### src/rtl/pipe_pkg.sv
// Shared pipeline types for the hazard controller and the pipeline top.
//   hazard_state_t : memory-wait FSM states
//   reg_sel_t      : register index at the default index width
//   hazard_ctrl_t  : bundle of the five pipeline-register controls
package pipe_pkg;

  localparam int PIPE_REG_SELECT = 5;

  typedef enum logic {
    RUN  = 1'b0,
    WAIT = 1'b1
  } hazard_state_t;

  typedef logic [PIPE_REG_SELECT-1:0] reg_sel_t;

  typedef struct packed {
    logic stall_f;
    logic stall_d;
    logic bubble_e;
    logic flush_d;
    logic freeze;
  } hazard_ctrl_t;

endpackage

### src/rtl/hazard_ctl_sat_counter.sv
// Saturating up-counter with synchronous clear.
//   clk, rst_n : clock, asynchronous active-low reset (count -> 0)
//   en         : increment this edge (holds once MAX is reached)
//   clr        : synchronous clear, wins over en
//   count      : current value
module sat_counter #(
  parameter int               WIDTH = 8,
  parameter logic [WIDTH-1:0] MAX   = '1
) (
  input  logic             clk,
  input  logic             rst_n,
  input  logic             en,
  input  logic             clr,
  output logic [WIDTH-1:0] count
);

  function automatic logic [WIDTH-1:0] sat_inc(input logic [WIDTH-1:0] v);
    return (v >= MAX) ? MAX : v + 1'b1;
  endfunction

  always_ff @(posedge clk or negedge rst_n) begin
    if (!rst_n) begin
      count <= '0;
    end else if (clr) begin
      count <= '0;
    end else if (en) begin
      count <= sat_inc(count);
    end
  end

endmodule

### src/rtl/hazard_ctl.sv
// Pipeline hazard controller: load-use stalls between D and E, taken-branch
// squash from E, and whole-pipeline freeze while the data memory in M waits.
// Also flags a sticky memory-wait timeout and counts stalled cycles.
//   i_reg_a/b_select_D, i_uses_a/b_D : D-stage sources and their use flags
//   i_is_load_E, i_reg_c_select_E    : E-stage load flag and destination
//   i_branch_taken_E                 : E-stage redirect
//   i_dmem_req_M, i_dmem_ready_M     : M-stage memory handshake
//   o_stall_F, o_stall_D, o_bubble_E, o_flush_D, o_freeze : combinational controls
//   o_mem_timeout                    : sticky error, cleared only by reset
//   o_stall_count                    : saturating count of stalled cycles
module hazard_ctl
  import pipe_pkg::*;
#(
  parameter int REG_SELECT         = 5,
  parameter int TIMEOUT_CYCLES     = 256,
  parameter int CNT_WIDTH          = 32,
  parameter int ZERO_REG_HARDWIRED = 1
) (
  input  logic                  clk,
  input  logic                  rst_n,
  input  logic [REG_SELECT-1:0] i_reg_a_select_D,
  input  logic [REG_SELECT-1:0] i_reg_b_select_D,
  input  logic                  i_uses_a_D,
  input  logic                  i_uses_b_D,
  input  logic                  i_is_load_E,
  input  logic [REG_SELECT-1:0] i_reg_c_select_E,
  input  logic                  i_branch_taken_E,
  input  logic                  i_dmem_req_M,
  input  logic                  i_dmem_ready_M,
  output logic                  o_stall_F,
  output logic                  o_stall_D,
  output logic                  o_bubble_E,
  output logic                  o_flush_D,
  output logic                  o_freeze,
  output logic                  o_mem_timeout,
  output logic [CNT_WIDTH-1:0]  o_stall_count
);

  localparam int              WAIT_W   = $clog2(TIMEOUT_CYCLES + 1);
  localparam logic [WAIT_W-1:0] WAIT_MAX = WAIT_W'(TIMEOUT_CYCLES);

  logic          mem_wait;
  logic          dest_ignored;
  logic          a_hit;
  logic          b_hit;
  logic          load_use;
  hazard_ctrl_t  ctrl;
  hazard_state_t state;
  logic [WAIT_W-1:0] wait_cnt;
  logic          any_stall;

  assign mem_wait = i_dmem_req_M & ~i_dmem_ready_M;

  // x0 is never written, so a load "to x0" creates no real dependency.
  assign dest_ignored = (ZERO_REG_HARDWIRED != 0) && (i_reg_c_select_E == '0);
  assign a_hit    = i_uses_a_D && (i_reg_a_select_D == i_reg_c_select_E);
  assign b_hit    = i_uses_b_D && (i_reg_b_select_D == i_reg_c_select_E);
  assign load_use = i_is_load_E && (a_hit || b_hit) && !dest_ignored;

  // Freeze dominates: frozen registers hold, so a pending branch or load-use
  // is simply re-evaluated once memory releases. A taken branch squashes D,
  // which makes any load-use match on that D instruction irrelevant.
  always_comb begin
    ctrl = '0;
    if (mem_wait) begin
      ctrl.freeze = 1'b1;
    end else if (i_branch_taken_E) begin
      ctrl.flush_d  = 1'b1;
      ctrl.bubble_e = 1'b1;
    end else if (load_use) begin
      ctrl.stall_f  = 1'b1;
      ctrl.stall_d  = 1'b1;
      ctrl.bubble_e = 1'b1;
    end
  end

  assign o_stall_F  = ctrl.stall_f;
  assign o_stall_D  = ctrl.stall_d;
  assign o_bubble_E = ctrl.bubble_e;
  assign o_flush_D  = ctrl.flush_d;
  assign o_freeze   = ctrl.freeze;
  assign any_stall  = ctrl.freeze | ctrl.stall_d | ctrl.bubble_e;

  // Leaving WAIT on any ~mem_wait, including a dropped request, keeps a
  // misbehaving memory from hanging the pipeline.
  always_ff @(posedge clk or negedge rst_n) begin
    if (!rst_n) begin
      state <= RUN;
    end else begin
      case (state)
        RUN:     if (mem_wait)  state <= WAIT;
        WAIT:    if (!mem_wait) state <= RUN;
        default: state <= RUN;
      endcase
    end
  end

  // Every frozen cycle counts, including the one that enters WAIT.
  sat_counter #(
    .WIDTH (WAIT_W),
    .MAX   (WAIT_MAX)
  ) u_wait_cnt (
    .clk   (clk),
    .rst_n (rst_n),
    .en    (mem_wait),
    .clr   ((state == WAIT) && !mem_wait),
    .count (wait_cnt)
  );

  always_ff @(posedge clk or negedge rst_n) begin
    if (!rst_n) begin
      o_mem_timeout <= 1'b0;
    end else if (wait_cnt == WAIT_MAX) begin
      o_mem_timeout <= 1'b1;
    end
  end

  sat_counter #(
    .WIDTH (CNT_WIDTH),
    .MAX   ({CNT_WIDTH{1'b1}})
  ) u_stall_cnt (
    .clk   (clk),
    .rst_n (rst_n),
    .en    (any_stall),
    .clr   (1'b0),
    .count (o_stall_count)
  );

endmodule

### config.mk
export PLATFORM = sky130hd
export DESIGN_NAME = hazard_ctl
export DESIGN_NICKNAME = d
export VERILOG_FILES = /design/src/rtl/pipe_pkg.sv /design/src/rtl/hazard_ctl_sat_counter.sv /design/src/rtl/hazard_ctl.sv
export SDC_FILE = /design/constraint.sdc
export NUM_CORES = 1
export LEC_CHECK = 0
export CAP_MARGIN = 5
export CORE_AREA = 10 10 90 92
export DETAILED_ROUTE_END_ITERATION = 12
export DIE_AREA = 0 0 100 102
export PLACE_DENSITY = 0.67
export SLEW_MARGIN = 20
export SYNTH_ARGS = -nofsm -noshare
export SYNTH_HDL_FRONTEND = slang
export SYNTH_SLANG_ARGS = --single-unit
### constraint.sdc
create_clock -name clk -period 2.7 [get_ports clk]
set_input_delay 0.405 -clock clk [delete_from_list [all_inputs] [get_ports clk]]
set_output_delay 0.405 -clock clk [all_outputs]
set_load 0.005 [all_outputs]
* After elaboration in Yosys (flattened, before gate mapping)
Index checks and enable logic that the tools add are counted.
** Operators by class
- Mux-type cells :: 10
- Equality and inequality tests :: 3
- Bitwise gates (word level) :: 4
- Shift operators :: 0
- Multipliers :: 0
- Magnitude comparators :: 2
- Reductions and logical operators :: 10
- Add/subtract/negate cells :: 2
- Div/mod/pow operators :: 0
** Operators with widths (count)
- $add A32 B1 Y32 const B :: 1
- $ge A32 B32 Y1 const B :: 1
- $mux W32 :: 1
- $mux W9 :: 3
- $eq A5 B5 Y1 :: 2
- $add A9 B1 Y9 const B :: 1
- $eq A9 B9 Y1 const B :: 1
- $ge A9 B9 Y1 const B :: 1
- $logic_and A1 B1 Y1 :: 5
- $logic_not A5 Y1 :: 1
- $mux W4 :: 1
- $mux W1 :: 3
- $mux W3 :: 1
- $logic_not A1 Y1 :: 2
- $mux W2 :: 1
- $or A1 B1 Y1 :: 2
- $reduce_bool A2 Y1 :: 1
- $and A1 B1 Y1 :: 1
- $logic_or A1 B1 Y1 :: 1
- $not A1 Y1 :: 1
** Storage, ports and cells
- Output and inout bits :: 38
- Input port bits :: 23
- Bits in read-only memories :: 0
- Bits in writable memories :: 0
- Memories kept :: 0
- Word-level logic and storage cells :: 35
- Register bits after elaboration :: 43
- Latch bits :: 0

* Longest topological paths before layout
Gate-level depths: netlist (run 1).
- Depth after elaboration :: 10
- Depth in mapped cells :: 9
- Mapped depth without buffers :: 7

* Cells and area by module
A second synthesis (run 1) with hierarchy kept.
** Second synthesis, totals
- Cell total of the unflattened synthesis :: 279
- Area total of the unflattened synthesis :: 2635.0 µm²
** Modules (own cells, without submodules)
- sat_counter at u_stall_cnt :: cells each 192, times used 1, area each 1851.8 µm², sequential area each 800.8 µm²
- sat_counter at u_wait_cnt :: cells each 54, times used 1, area each 500.5 µm², sequential area each 225.2 µm²
- hazard_ctl :: cells each 33, times used 1, area each 282.8 µm², sequential area each 50.0 µm²

* Worst setup path before layout (run 1)
OpenSTA, ideal clock, no wires.
- Path type :: input port to output port
- Start point :: input i_reg_c_select_E[4]
- End point :: output o_stall_F
- Path buffers :: 1
- Cell stages on the path :: 6
- Data required time :: 2.295 ns
- Arrival time :: 1.677 ns
- Setup slack :: 0.618 ns
- Path through :: xor2_1 > nor4_1 > a32oi_1 > or2_2 > nor3_1 > buf_4
** Between the ends
- Word-level cells in the longest chain between the ends :: 8
- Elaborated cells on any way between the ends :: 12
- Classes of those cells :: eq/ne: 2; mux: 3; reduce/logical: 7
** RTL lines
- start, declared :: RTL line hazard_ctl.sv:26 : input logic [REG_SELECT-1:0] i_reg_c_select_E,
- $eq A5 B5 Y1 (on tied branches) :: RTL line hazard_ctl.sv:56, hazard_ctl.sv:57
- $logic_and A1 B1 Y1 (on tied branches) :: RTL line hazard_ctl.sv:56, hazard_ctl.sv:57
- $logic_or A1 B1 Y1 :: RTL line hazard_ctl.sv:58 : assign load_use = i_is_load_E && (a_hit || b_hit) && !dest_ignored;
- $logic_and A1 B1 Y1 :: RTL line hazard_ctl.sv:58
- $logic_and A1 B1 Y1 * :: RTL line hazard_ctl.sv:58
- $mux W3 * :: RTL line hazard_ctl.sv:70 : end else if (load_use) begin
- $mux W2 * :: RTL line hazard_ctl.sv:67 : end else if (i_branch_taken_E) begin
- $mux W4 * :: RTL line hazard_ctl.sv:65 : if (mem_wait) begin
- end, declared :: RTL line hazard_ctl.sv:30 : output logic o_stall_F,
Mark *: on every way between the ends. The rest lies on a longest branch, timed or not.

* Worst setup path in the final report (run 1)
- Start point :: input i_reg_c_select_E[3]
- End point :: output o_stall_F
Same word-level chain as after synthesis.

==> out/qor_table.md, run 1 <==
| Result | Reported | Unit |
|:---|:---|:---|
| Wire length on met3 | 389 | microns |
| Synthesized area per cell | 8.95 | sq um |
| Overall fraction of global-route tracks in use | 12.8 | % |
| Number of synthesis warnings | 0 | - |
| Post-DR wirelength/cell | 15.7 | microns |
| Die Span Y | 102 | microns |
| Root cell of the clock tree | sky130_fd_sc_hd__clkbuf_8 | - |
| Final Total Pwr | 1.70 | mW |
| Register share of total power | 46.6 | % |
| Setup repair after global routing missed its margin | true | - |
| Peak supply drop | 0.000285 | V |
| Worst path setup slack after routing | 0.151 | ns |
| GPL Wtd Cong | 0.796 | - |
| Combined area of all synthesized cells | 0.00244 | sq mm |
| Delay-heaviest family, CP | buffers and inverters | - |
| Clock transition at the register clock pins on the worst setup and hold paths after CTS | 0.08 | ns |
| Library cells used by synthesis | 42 | - |
| Pwr Density | 507 | mW/mm^2 |
| Achievable Freq | 0.392 | GHz |
| Combinational family with the most area after synthesis | simple AND/OR/NAND/NOR gates | - |
| Placement Setup Slack | -0.243 | ns |
| Top-count cell post-synth | sky130_fd_sc_hd__dfrtp_1 | - |
| Final nets | 371 | - |
| Aggregate routed wire length | 6.62 | mm |
| HP Class | in2async | - |
| Startpoint type of the worst setup path | primary input | - |
| Complex-gate fraction of the synthesized area | 17.8 | % |
| Transition time at the pin with the least slew margin | 0.612 | ns |
| Area Overhead vs Synth | 36.9 | % |
| HPWL after detailed placement | 4.95 | mm |
| Cell chain of the critical path | clkdlybuf4s50_1 -> xor2_1 -> nor4_1 -> a32oi_1 -> or2_2 -> nor3_2 -> dlygate4sd2_1 | - |
| Final worst clock skew | 0.00404 | ns |
| CTS tree | built | - |
| Clock network power share | 30.9 | % |
| Top cells by count, synth | 43 x sky130_fd_sc_hd__dfrtp_1, 36 x sky130_fd_sc_hd__nand2_1, 25 x sky130_fd_sc_hd__a21oi_1, 20 x sky130_fd_sc_hd__nor2_1, 20 x sky130_fd_sc_hd__o21ai_0 | - |
| Number of vias per cell | 5.46 | - |
| Area of the die | 0.0102 | sq mm |
| Switch share | 28.5 | % |
| Post-placement cell area | 0.00318 | sq mm |
| Most area-hungry cell type in the Yosys netlist | sky130_fd_sc_hd__dfrtp_1 | - |
| Reg2Reg Launch Point | u_stall_cnt.count[4] | - |
| Launch point of the worst path | i_reg_c_select_E[3] | - |
| Max stage delay cell, worst path | sky130_fd_sc_hd__clkdlybuf4s50_1 | - |
| Arithmetic-cell share of the synthesized area counting full adders, half adders and majority gates | 1.54 | % |
| Internal power | 1.21 | mW |
| Fraction of layout cells with a size suffix above 1 | 11.8 | % |
| Dominant register cell in the synthesized netlist | sky130_fd_sc_hd__dfrtp_1 | - |
| Worst hold slack across all endpoints | 0.108 | ns |
| Buffers added on ports | 60 | - |
| Boundary Pins | 61 | - |
| Detailed route wirelength on metal2 | 3.31 | mm |
| Relative max-transition margin | 59.2 | % |
| Pin count of the biggest net entering global routing | 44 | - |
| Count of inserted antenna diode cells | 0 | - |
| Total grt overflow | 0 | - |
| Core area | 0.00628 | sq mm |
| Number of cells after detailed placement | 412 | - |
| Sequential fraction of the synthesis area | 44.0 | % |
| Finished Layout Cells | 423 | - |
| Cts bufs inserted | 5 | - |
| Net switching power | 0.483 | mW |
| Count of final setup violators | 0 | - |
| Run status | finished, final reports clean | - |
| Xor and xnor area share after synthesis | 3.94 | % |
| Count of mapped cells out of synthesis | 273 | - |
| Worst Path Max Fanout | 3 | - |
| Wire length of the first global-routing pass | 10.9 | mm |
| Simple-gate share of the synthesized area | 25.4 | % |
| Critical path buffer and inverter count | 2 | - |
| Die width | 100 | microns |
| Fraction of synthesized cell area taken by the top area cell type | 44.0 | % |
| Final cell area excluding filler cells | 0.00335 | sq mm |
| Final worst path period need | 2.55 | ns |
| Async set-reset flop share out of synthesis | 100 | % |
| Leakage component of the power | 1.50 | nW |
| Count of antenna-violating nets left after detailed routing | 0 | - |
| Kind of end point of the critical path | primary output | - |
| Logic pwr share | 22.5 | % |
| Highest routed layer | met4 | - |
| Buffers from clock root to sink, at most | 2 | - |
| # DRC | 0 | - |
| Vias in the first global route | 2,223 | - |
| Final Cycle Share | 94.4 | % |
| Top cells by area, synth | sky130_fd_sc_hd__dfrtp_1 44%, sky130_fd_sc_hd__nand2_1 5.5%, sky130_fd_sc_hd__a21oi_1 5.1% | - |
| Number of flops mapped to enable cells by yosys | 0 | - |
| Endpoint arrival time on the critical path | 2.14 | ns |
| Starting DRT DRC Count | 64 | - |
| Multiplexer share of the synthesized area | 4.15 | % |
| Final Max Slew Viols | 0 | - |
| Final Hold Violating Endpoints | 0 | - |
| Syn Nets | 299 | - |
| Worst EP required | 2.30 | ns |
| Fin Setup TNS | 0 | ns |
| CTS Hold Buffers Added | 0 | - |
| Antenna violations before repair | 0 | - |
| Reported max-cap violation count | 0 | - |
| Max incr delay on CP | 0.47 | ns |
| Depth of the CTS H-tree | 2 | - |
| Final core utilization | 53.3 | % |
| Routed met1 length | 2.85 | mm |
| # clock sinks | 43 | - |
| Clk Latency, worst-skew pair | 0.30 | ns |
| Count of standard-cell rows | 29 | - |
| Total number of vias | 2,309 | - |
| First-pass iteration count of the detailed router | 4 | - |
| Yosys reg bits | 43 | - |
| Category of the critical setup timing path | in2out | - |
| Starting Density | 38.9 | % |
-- cell usage in the layout (no fill, tap or decap), types with 2 or more instances in the layout --
cell | netlist | layout
sky130_fd_sc_hd__clkdlybuf4s50_1 | 0 | 54
sky130_fd_sc_hd__and4_1 | 2 | 2
sky130_fd_sc_hd__nand2b_1 | 2 | 2
sky130_fd_sc_hd__clkbuf_8 | 0 | 6
sky130_fd_sc_hd__dfrtp_1 | 43 | 43
sky130_fd_sc_hd__o21ai_0 | 20 | 20
sky130_fd_sc_hd__dlymetal6s2s_1 | 0 | 2
sky130_fd_sc_hd__nor2_1 | 20 | 20
sky130_fd_sc_hd__nor4_1 | 3 | 3
sky130_fd_sc_hd__a31oi_1 | 16 | 16
sky130_fd_sc_hd__nand3_1 | 15 | 15
sky130_fd_sc_hd__xnor2_1 | 2 | 2
sky130_fd_sc_hd__nand4_1 | 6 | 6
sky130_fd_sc_hd__buf_4 | 1 | 11
sky130_fd_sc_hd__inv_1 | 9 | 9
sky130_fd_sc_hd__a21oi_1 | 25 | 25
sky130_fd_sc_hd__xor2_1 | 9 | 9
sky130_fd_sc_hd__nor3_4 | 2 | 2
sky130_fd_sc_hd__mux2_1 | 2 | 2
sky130_fd_sc_hd__nand2_1 | 36 | 36
sky130_fd_sc_hd__and3_1 | 13 | 13
sky130_fd_sc_hd__nand4b_1 | 2 | 2
sky130_fd_sc_hd__nor3b_1 | 3 | 2
sky130_fd_sc_hd__a41oi_1 | 5 | 5
sky130_fd_sc_hd__nor3_1 | 4 | 3
sky130_fd_sc_hd__clkbuf_2 | 0 | 2
sky130_fd_sc_hd__mux2_2 | 7 | 7
sky130_fd_sc_hd__ha_1 | 3 | 3
-- layer usage --
metal  global-route usage, %  vias to the layer above
met5                       0                        -
met2                    21.5                       64
met4                    3.48                        0
li1                        -                     1148
met3                    3.85                        6
met1                    15.6                     1091
-- worst register-to-register path, delay by kind of cell, from the launching register on --
kind / cells / cell delay, ns
and+or+nand+nor: 5 / 1.30
muxes: 1 / 0.35
DFF: 1 / 0.45
-- flip-flops by register name, indices dropped and copies added (netlist names) --
signal             cells
u_stall_cnt.count     32
u_wait_cnt.count       9
o_mem_timeout          1
state                  1
-- repair_timing --
action | 4_1_cts | 5_1_grt
setup buffers | 1 | 1
setup endpoints to repair | 3 | 3
hold endpoints to repair | 0 | 0
gates resized for setup | 4 | 7
pin swaps | 1 | 2
-- area by class of cell --
type / count / area [sq um]
fill: 587 / 2930
inverter: 9 / 33.8
timing repair buffer: 73 / 719
multi-input combinational: 213 / 1300
sequential: 43 / 1080
tap: 77 / 96.3
clock inverter: 2 / 35.0
clock buffer: 6 / 82.6
-- cell families after synthesis --
| family | after synthesis |
|---|---|
| AOI/OAI and AO/OA | 73 |
| xor gates and xnor gates | 11 |
| adders and majority gates | 3 |
| buffers and inverters | 17 |
| DFF | 43 |
| muxes | 9 |
| and+or+nand+nor | 117 |
-- worst paths after layout --
| kind | endpoint | slack, ns | cells past startpoint |
|---|---|---|---|
| max in group asynchronous | u_stall_cnt.count[15] | 2.07 | 2 |
| min in group clk | o_mem_timeout | 0.47 | 1 |
| max | o_stall_F | 0.15 | 7 |
| min | u_wait_cnt.count[2] | 0.11 | 1 |
| max reg2reg | u_stall_cnt.count[27] | 0.49 | 6 |
| min reg2reg | o_mem_timeout | 0.47 | 1 |
-- power groups by stage --
stage	clock [mW]	combinational, mW	sequential [mW]
after floorplan	0	0.162	0.792
after global placement	0	0.375	0.802
after detailed placement	0	0.381	0.805
after CTS	0.538	0.384	0.792
after global routing	0.563	0.427	0.804
final	0.524	0.382	0.792
No activity file was read; power rests on OpenSTA's default activity.
==> inputs of run 2 (changes only) <==
- CELL_PAD_IN_SITES_DETAIL_PLACEMENT: not set -> 1
- CELL_PAD_IN_SITES_GLOBAL_PLACEMENT: not set -> 1
- CORE_AREA: 10 10 90 92 -> 10 10 93 95
- DIE_AREA: 0 0 100 102 -> 0 0 103 105
- PLACE_DENSITY: 0.67 -> 0.8
- REMOVE_ABC_BUFFERS: not set -> 1
==> run 2 against run 1 <==
Compared with the run above: sequential power increased by 0.9%; clock-buffer cell count decreased by 1; critical path depth is 1 lower; highest routed layer unchanged.
==> out/qor_table.md, run 2 (same netlist as run 1, synthesis figures left out) <==
| Result | Reported | Unit | Change |
|:---|:---|:---|:---|
| CTS tree | built | - |  |
| Worst Path Max Fanout | 3 | - | unchanged |
| Register-to-Register Setup Slack | 0.39 | ns | -0.10 ns |
| Leakage component of the power | 1.47 | nW | -2.3% |
| Transition time at the pin with the least slew margin | 0.973 | ns | +0.361 ns |
| Cell chain of the critical path | clkdlybuf4s50_1 -> or4_1 -> o21ai_1 -> or2_4 -> a21oi_1 -> dlygate4sd2_1 | - |  |
| Total grt overflow | 0 | - | unchanged |
| Number of flip-flops under the largest register name | 32 | - | unchanged |
| Most used cells in the layout excluding fill and tap cells | 54 x sky130_fd_sc_hd__clkdlybuf4s50_1, 43 x sky130_fd_sc_hd__dfrtp_1, 36 x sky130_fd_sc_hd__nand2_1 | - |  |
| Clock transition at the register clock pins on the worst setup and hold paths after CTS | 0.09 | ns | about the same |
| Starting DRT DRC Count | 82 | - | +28% |
| Root cell of the clock tree | sky130_fd_sc_hd__clkbuf_8 | - |  |
| Count of standard-cell rows | 30 | - | +3.4% |
| # clock sinks | 43 | - | unchanged |
| Regs by FF count | u_stall_cnt.count x32, u_wait_cnt.count x9 | - |  |
| Worst hold slack across all endpoints | 0.249 | ns | +0.141 ns |
| Post-placement cell area | 0.00320 | sq mm | +0.51% |
| Final nets | 369 | - | -0.54% |
| HPWL after detailed placement | 5.65 | mm | +14% |
| Setup repair after global routing missed its margin | false | - |  |
| Finished Layout Cells | 424 | - | +0.24% |
| Final Hold Violating Endpoints | 0 | - | unchanged |
| Count of antenna-violating nets left after detailed routing | 0 | - | unchanged |
| Achievable Freq | 0.390 | GHz | -0.66% |
| Final cell area excluding filler cells | 0.00331 | sq mm | -1.0% |
| Kind of end point of the critical path | primary output | - |  |
| Wire length of the first global-routing pass | 12.5 | mm | +15% |
| Delay-heaviest family, CP | buffers and inverters | - |  |
| Depth of the CTS H-tree | 2 | - | unchanged |
| Clk Latency, worst-skew pair | 0.30 | ns | about the same |
| First-pass iteration count of the detailed router | 4 | - | unchanged |
| Worst EP required | 2.30 | ns | about the same |
| Leading cell type in the layout, fill and taps excluded | sky130_fd_sc_hd__clkdlybuf4s50_1 | - |  |
| Vias in the first global route | 2,451 | - | +10% |
| Total number of vias | 2,385 | - | +3.3% |
| Startpoint type of the worst setup path | primary input | - |  |
| Area Overhead vs Synth | 35.5 | % |  |
| Final Cycle Share | 95.0 | % | +0.62 points |
| Reported max-cap violation count | 0 | - | unchanged |
| Max incr delay on CP | 0.52 | ns | +0.05 ns |
| Number of vias per cell | 5.63 | - | +3.0% |
| Cts bufs inserted | 5 | - | unchanged |
| CTS Hold Buffers Added | 0 | - | unchanged |
| Max stage delay cell, worst path | sky130_fd_sc_hd__or4_1 | - |  |
| Antenna violations before repair | 0 | - | unchanged |
| Final Max Slew Viols | 0 | - | unchanged |
| Final worst path period need | 2.57 | ns | +0.0169 ns |
| Die width | 103 | microns | +3.0% |
| Pwr Density | 489 | mW/mm^2 | -3.6% |
| Fill cell total of the finished layout | 798 | - | +36% |
| GPL Wtd Cong | 0.824 | - | +3.6% |
| Area of the die | 0.0108 | sq mm | +6.0% |
| Buffers from clock root to sink, at most | 2 | - | unchanged |
| Boundary Pins | 61 | - | unchanged |
| Peak supply drop | 0.000386 | V | +35% |
| Count of final setup violators | 0 | - | unchanged |
| Fraction of layout cells with a size suffix above 1 | 10.5 | % | -1.4 points |
| Pin count of the biggest net entering global routing | 44 | - | unchanged |
| Overall fraction of global-route tracks in use | 14.2 | % | +1.4 points |
| # DRC | 0 | - | unchanged |
| HP Class | in2async | - |  |
| Relative max-transition margin | 35.1 | % | -24 points |
| Die Span Y | 105 | microns | +2.9% |
| Post-DR wirelength/cell | 17.9 | microns | +14% |
| Buffers added on ports | 60 | - | unchanged |
| Number of cells after detailed placement | 415 | - | +0.73% |
| Final Total Pwr | 1.62 | mW | -4.5% |
| Aggregate routed wire length | 7.60 | mm | +15% |
| Run status | finished, final reports clean | - |  |
| Largest register by flop count | u_stall_cnt.count | - |  |
| Starting Density | 36.2 | % | -2.8 points |
| Critical path buffer and inverter count | 2 | - | unchanged |
| Count of inserted antenna diode cells | 0 | - | unchanged |
| Category of the critical setup timing path | in2out | - |  |
| Final worst clock skew | 0.00801 | ns | +0.00397 ns |
| Core area | 0.00676 | sq mm | +7.6% |
| Endpoint arrival time on the critical path | 2.16 | ns | +0.02 ns |
==> run 2: cell count changes in the layout (fill, tap and decap cells not counted), sizes merged <==
cell	delta
dlygate4sd2	+2
clkinv	+1
clkinvlp	+1
clkdlybuf4s15	+1
bufinv	-1
dlymetal6s2s	-1
clkbuf	-3
buf	-2
==> run 2: worst paths after layout <==
kind                                      start  cells past startpoint                    end
setup / recovery            i_reg_c_select_E[3]                      6             o_bubble_E
hold / removal                            rst_n                      1  u_stall_cnt.count[27]
setup reg to reg           u_stall_cnt.count[0]                      7   u_stall_cnt.count[6]
hold reg to reg                   o_mem_timeout                      1          o_mem_timeout
max in group asynchronous                 rst_n                      1   u_stall_cnt.count[2]
min in group clk                  o_mem_timeout                      1          o_mem_timeout
==> run 2: layout make-up <==
cell class | count | area, sq um | area share [%]
clock buffers | 5 | 68.8 | 2.08
clock inverters | 3 | 25.0 | 0.756
inverters | 9 | 33.8 | 1.02
multi-input cells | 213 | 1310 | 39.4
flip-flops and latches | 43 | 1080 | 32.5
well taps | 80 | 100 | 3.02
repair buffers | 71 | 702 | 21.2
==> run 2: worst register-to-register path, cell delays in order, from the launching register on <==
cell and delay [ns]:
sky130_fd_sc_hd__dfrtp_1 0.44, sky130_fd_sc_hd__ha_1 0.22, sky130_fd_sc_hd__nand3_1 0.15, sky130_fd_sc_hd__buf_4 0.19, sky130_fd_sc_hd__nor4b_1 0.57, sky130_fd_sc_hd__nand4b_1 0.28
sky130_fd_sc_hd__and3_1 0.25, sky130_fd_sc_hd__a21oi_1 0.14
==> run 2: layer usage <==
metal / GRT usage, % / part of all wire [%] / routed length (microns)
met3: 4.28 / 4.2 / 322
met5: 0 / 0 / 0
met2: 23.4 / 49 / 3750
met4: 5.57 / 2.4 / 182
met1: 16.8 / 44 / 3340
==> run 2: timing repair <==
action,4_1_cts,5_1_grt
gates cloned,0,0
pin swaps,1,2
buffers inserted,1,0
gates resized for setup,5,5
setup endpoints to repair,3,3
==> run 2: stage by stage <==
step / util, % / worst slack (ns) / setup TNS [ns]
finish: 49.0 / 0.134 / 0
global route: 49.0 / 0.0325 / 0
CTS: 48.8 / 0.0362 / 0
detailed placement: 47.3 / -0.335 / -1.09
global placement: 47.3 / -0.246 / -0.653
floorplan: - / 0.317 / 0
==> run 2: power by group <==
group | leakage, nW | total, mW | switching, mW | internal (mW)
clock network | 0.0443 | 0.434 | 0.248 | 0.185
registers | 0.577 | 0.799 | 0.0938 | 0.706
logic | 0.848 | 0.387 | 0.179 | 0.208
total | 1.47 | 1.62 | 0.522 | 1.10
==> inputs of run 3 (changes only) <==
- ABC_AREA: not set -> 1
- CORE_AREA: 10 10 93 95 -> 10 10 106 108
- DIE_AREA: 0 0 103 105 -> 0 0 116 118
- PLACE_DENSITY: 0.8 -> 0.81
==> run 3 against run 2 <==
Compared with the run above: final area increased by 23%; sequential share of layout area shrank 6.1 points; critical path depth rose by 4; worst setup slack better by 0.058 ns; power is 5.5% higher; utilization shrank 4.3 points; cell count is 61% higher; routed wire length is 32% higher; fmax is 2.3% higher; sequential power is 2.9% lower; global-route usage rose by 0.78 points.
==> out/qor_table.md, run 3 <==
| Result | Reported | Unit | Change |
|:---|:---|:---|:---|
| Buffers added on ports | 60 | - | unchanged |
| Startpoint type of the worst setup path | primary input | - |  |
| Yosys reg bits | 43 | - | unchanged |
| Post-placement cell area | 0.00395 | sq mm | +24% |
| Count of inserted antenna diode cells | 0 | - | unchanged |
| First-pass iteration count of the detailed router | 4 | - | unchanged |
| Leading cell type in the layout, fill and taps excluded | sky130_fd_sc_hd__nand2_1 | - |  |
| CTS tree | built | - |  |
| Top-count cell post-synth | sky130_fd_sc_hd__nand2_1 | - |  |
| Transition time at the pin with the least slew margin | 0.572 | ns | -0.401 ns |
| HP Class | in2async | - |  |
| Most used cells in the layout excluding fill and tap cells | 209 x sky130_fd_sc_hd__nand2_1, 62 x sky130_fd_sc_hd__nand3_1, 59 x sky130_fd_sc_hd__clkdlybuf4s50_1 | - |  |
| Buffers inserted by post-CTS timing repair | 0 | - | -1 |
| Final worst clock skew | 0.0111 | ns | +0.00313 ns |
| Starting Density | 36.0 | % | -0.14 points |
| Clock transition at the register clock pins on the worst setup and hold paths after CTS | 0.09 | ns | about the same |
| Run status | finished, final reports clean | - |  |
| Count of antenna-violating nets left after detailed routing | 0 | - | unchanged |
| Die width | 116 | microns | +13% |
| Setup repair after global routing missed its margin | false | - |  |
| Root cell of the clock tree | sky130_fd_sc_hd__clkbuf_8 | - |  |
| Peak supply drop | 0.000233 | V | -40% |
| Worst hold slack across all endpoints | 0.0882 | ns | -0.161 ns |
| CTS Hold Buffers Added | 0 | - | unchanged |
| Top cells by area, synth | sky130_fd_sc_hd__dfrtp_1 33%, sky130_fd_sc_hd__nand2_1 24%, sky130_fd_sc_hd__nand3_1 9.5% | - |  |
| Area Overhead vs Synth | 24.0 | % |  |
| Antenna violations before repair | 0 | - | unchanged |
| Max stage delay cell, worst path | sky130_fd_sc_hd__clkdlybuf4s50_1 | - |  |
| Final Cycle Share | 92.9 | % | -2.1 points |
| Reported max-cap violation count | 0 | - | unchanged |
| Number of flops mapped to enable cells by yosys | 0 | - | unchanged |
| Endpoint arrival time on the critical path | 2.10 | ns | -0.06 ns |
| Worst Path Max Fanout | 4 | - | +1 |
| Boundary Pins | 61 | - | unchanged |
| Finished Layout Cells | 683 | - | +61% |
| Fraction of synthesized cell area taken by the top area cell type | 32.8 | % | -11 points |
| Dominant register cell in the synthesized netlist | sky130_fd_sc_hd__dfrtp_1 | - |  |
| Final nets | 597 | - | +62% |
| Depth of the CTS H-tree | 2 | - | unchanged |
| Async set-reset flop share out of synthesis | 100 | % | unchanged |
| Library cells used by synthesis | 29 | - | -31% |
| Worst EP required | 2.30 | ns | about the same |
| Number of cells after detailed placement | 675 | - | +63% |
| Vias in the first global route | 3,643 | - | +49% |
| Cell chain of the critical path | clkdlybuf4s50_1 -> inv_2 -> nand2_1 -> nand2_1 -> nor2_1 -> nand3_1 -> nand2_1 -> nand2_2 -> nor3_2 -> clkdlybuf4s50_1 | - |  |
| Sequential fraction of the synthesis area | 32.8 | % | -11 points |
| Clk Latency, worst-skew pair | 0.31 | ns | about the same |
| Count of mapped cells out of synthesis | 514 | - | +88% |
| # clock sinks | 43 | - | unchanged |
| Regs by FF count | u_stall_cnt.count x32, u_wait_cnt.count x9 | - |  |
| Buffers from clock root to sink, at most | 2 | - | unchanged |
| Overall fraction of global-route tracks in use | 15.0 | % | +0.78 points |
| GPL Wtd Cong | 0.873 | - | +5.9% |
| Delay-heaviest family, CP | buffers and inverters | - |  |
| Count of final setup violators | 0 | - | unchanged |
| Number of synthesis warnings | 0 | - | unchanged |
| Final Max Slew Viols | 0 | - | unchanged |
| Critical path buffer and inverter count | 3 | - | +1 |
| Kind of end point of the critical path | primary output | - |  |
| Number of vias per cell | 4.98 | - | -11% |
| Count of standard-cell rows | 35 | - | +17% |
| Leakage component of the power | 2.01 | nW | +37% |
| Achievable Freq | 0.399 | GHz | +2.3% |
| Post-cts resize count | 0 | - | -5 |
| Depth of the worst register-to-register path | 9 | - | +2 |
| Cell with the most instances on the worst path | sky130_fd_sc_hd__nand2_1 | - |  |
| Core area | 0.00911 | sq mm | +35% |
| Wire length of the first global-routing pass | 17.3 | mm | +39% |
| Die Span Y | 118 | microns | +12% |
| Cts bufs inserted | 5 | - | unchanged |
| Starting DRT DRC Count | 127 | - | +55% |
| Number of stages on the worst setup path | 10 | - | +4 |
| Final worst path period need | 2.51 | ns | -0.0575 ns |
| Final cell area excluding filler cells | 0.00407 | sq mm | +23% |
| Pin count of the biggest net entering global routing | 44 | - | unchanged |
| Largest register by flop count | u_stall_cnt.count | - |  |
| Final Hold Violating Endpoints | 0 | - | unchanged |
| Relative max-transition margin | 61.9 | % | +27 points |
| Top cells by count, synth | 209 x sky130_fd_sc_hd__nand2_1, 62 x sky130_fd_sc_hd__nand3_1, 58 x sky130_fd_sc_hd__nor2_1, 49 x sky130_fd_sc_hd__inv_1, 43 x sky130_fd_sc_hd__dfrtp_1 | - |  |
| Fin Setup TNS | 0 | ns | unchanged |
| Final core utilization | 44.7 | % | -4.3 points |
| Max incr delay on CP | 0.54 | ns | +0.02 ns |
| Combined area of all synthesized cells | 0.00328 | sq mm | +34% |
| Total grt overflow | 0 | - | unchanged |
| Category of the critical setup timing path | in2out | - |  |
| Total number of vias | 3,401 | - | +43% |
| Most area-hungry cell type in the Yosys netlist | sky130_fd_sc_hd__dfrtp_1 | - |  |
| Pwr Density | 420 | mW/mm^2 | -14% |
| Post-DR wirelength/cell | 14.7 | microns | -18% |
| Number of flip-flops under the largest register name | 32 | - | unchanged |
| Area of the die | 0.0137 | sq mm | +27% |
| # DRC | 0 | - | unchanged |
| HPWL after detailed placement | 7.68 | mm | +36% |
| Aggregate routed wire length | 10.0 | mm | +32% |
| Fraction of layout cells with a size suffix above 1 | 9.62 | % | -0.85 points |
| Synthesized area per cell | 6.39 | sq um | -29% |
-- run 3: area by class of cell --
cell class	instances	area, sq um
clock buffer	5	68.8
clock inverter	3	43.8
fill	1200	5040
inverter	57	214
multi-input combinational	401	1910
sequential	43	1080
tap	111	139
timing repair buffer	63	621
-- run 3: power by group --
group / internal [mW] / switching (mW) / leakage, nW / total (mW)
combinational: 0.195 / 0.217 / 1.36 / 0.412
sequential: 0.692 / 0.0841 / 0.590 / 0.776
clock: 0.276 / 0.245 / 0.0581 / 0.521
-- run 3: path summary, 6_finish.rpt --
check	start	slack, ns	end
setup reg to reg	u_stall_cnt.count[1]	0.80	u_stall_cnt.count[14]
setup / recovery	i_reg_c_select_E[4]	0.19	o_stall_D
min in group clk	o_mem_timeout	0.48	o_mem_timeout
hold / removal	rst_n	0.09	u_stall_cnt.count[7]
hold reg to reg	o_mem_timeout	0.48	o_mem_timeout
max in group asynchronous	rst_n	2.22	u_wait_cnt.count[7]
-- run 3: cell families after synthesis --
group | Yosys count | share of synthesized area [%]
xor gates and xnor gates | 11 | 2.94
and+or+nand+nor | 366 | 50.3
DFF | 43 | 32.8
adders and majority gates | 3 | 1.14
buffers and inverters | 70 | 9.30
AOI/OAI and AO/OA | 21 | 3.51
-- run 3: routing by layer --
| layer | vias to the layer above | share of wire [%] | GRT usage, % |
|---|---|---|---|
| li1 | 1704 | - | - |
| met4 | 0 | 1.7 | 4.07 |
| met1 | 1629 | 43 | 17.8 |
| met5 | - | 0 | 0 |
| met3 | 12 | 4.5 | 3.41 |
| met2 | 56 | 50 | 26.2 |
-- run 3: metrics by stage --
step / setup slack, ns / power [mW]
floorplan: 0.252 / 0.998
global placement: 0.141 / 1.19
detailed placement: 0.106 / 1.21
CTS: 0.0881 / 1.74
global route: 0.00978 / 1.82
finish: 0.191 / 1.71
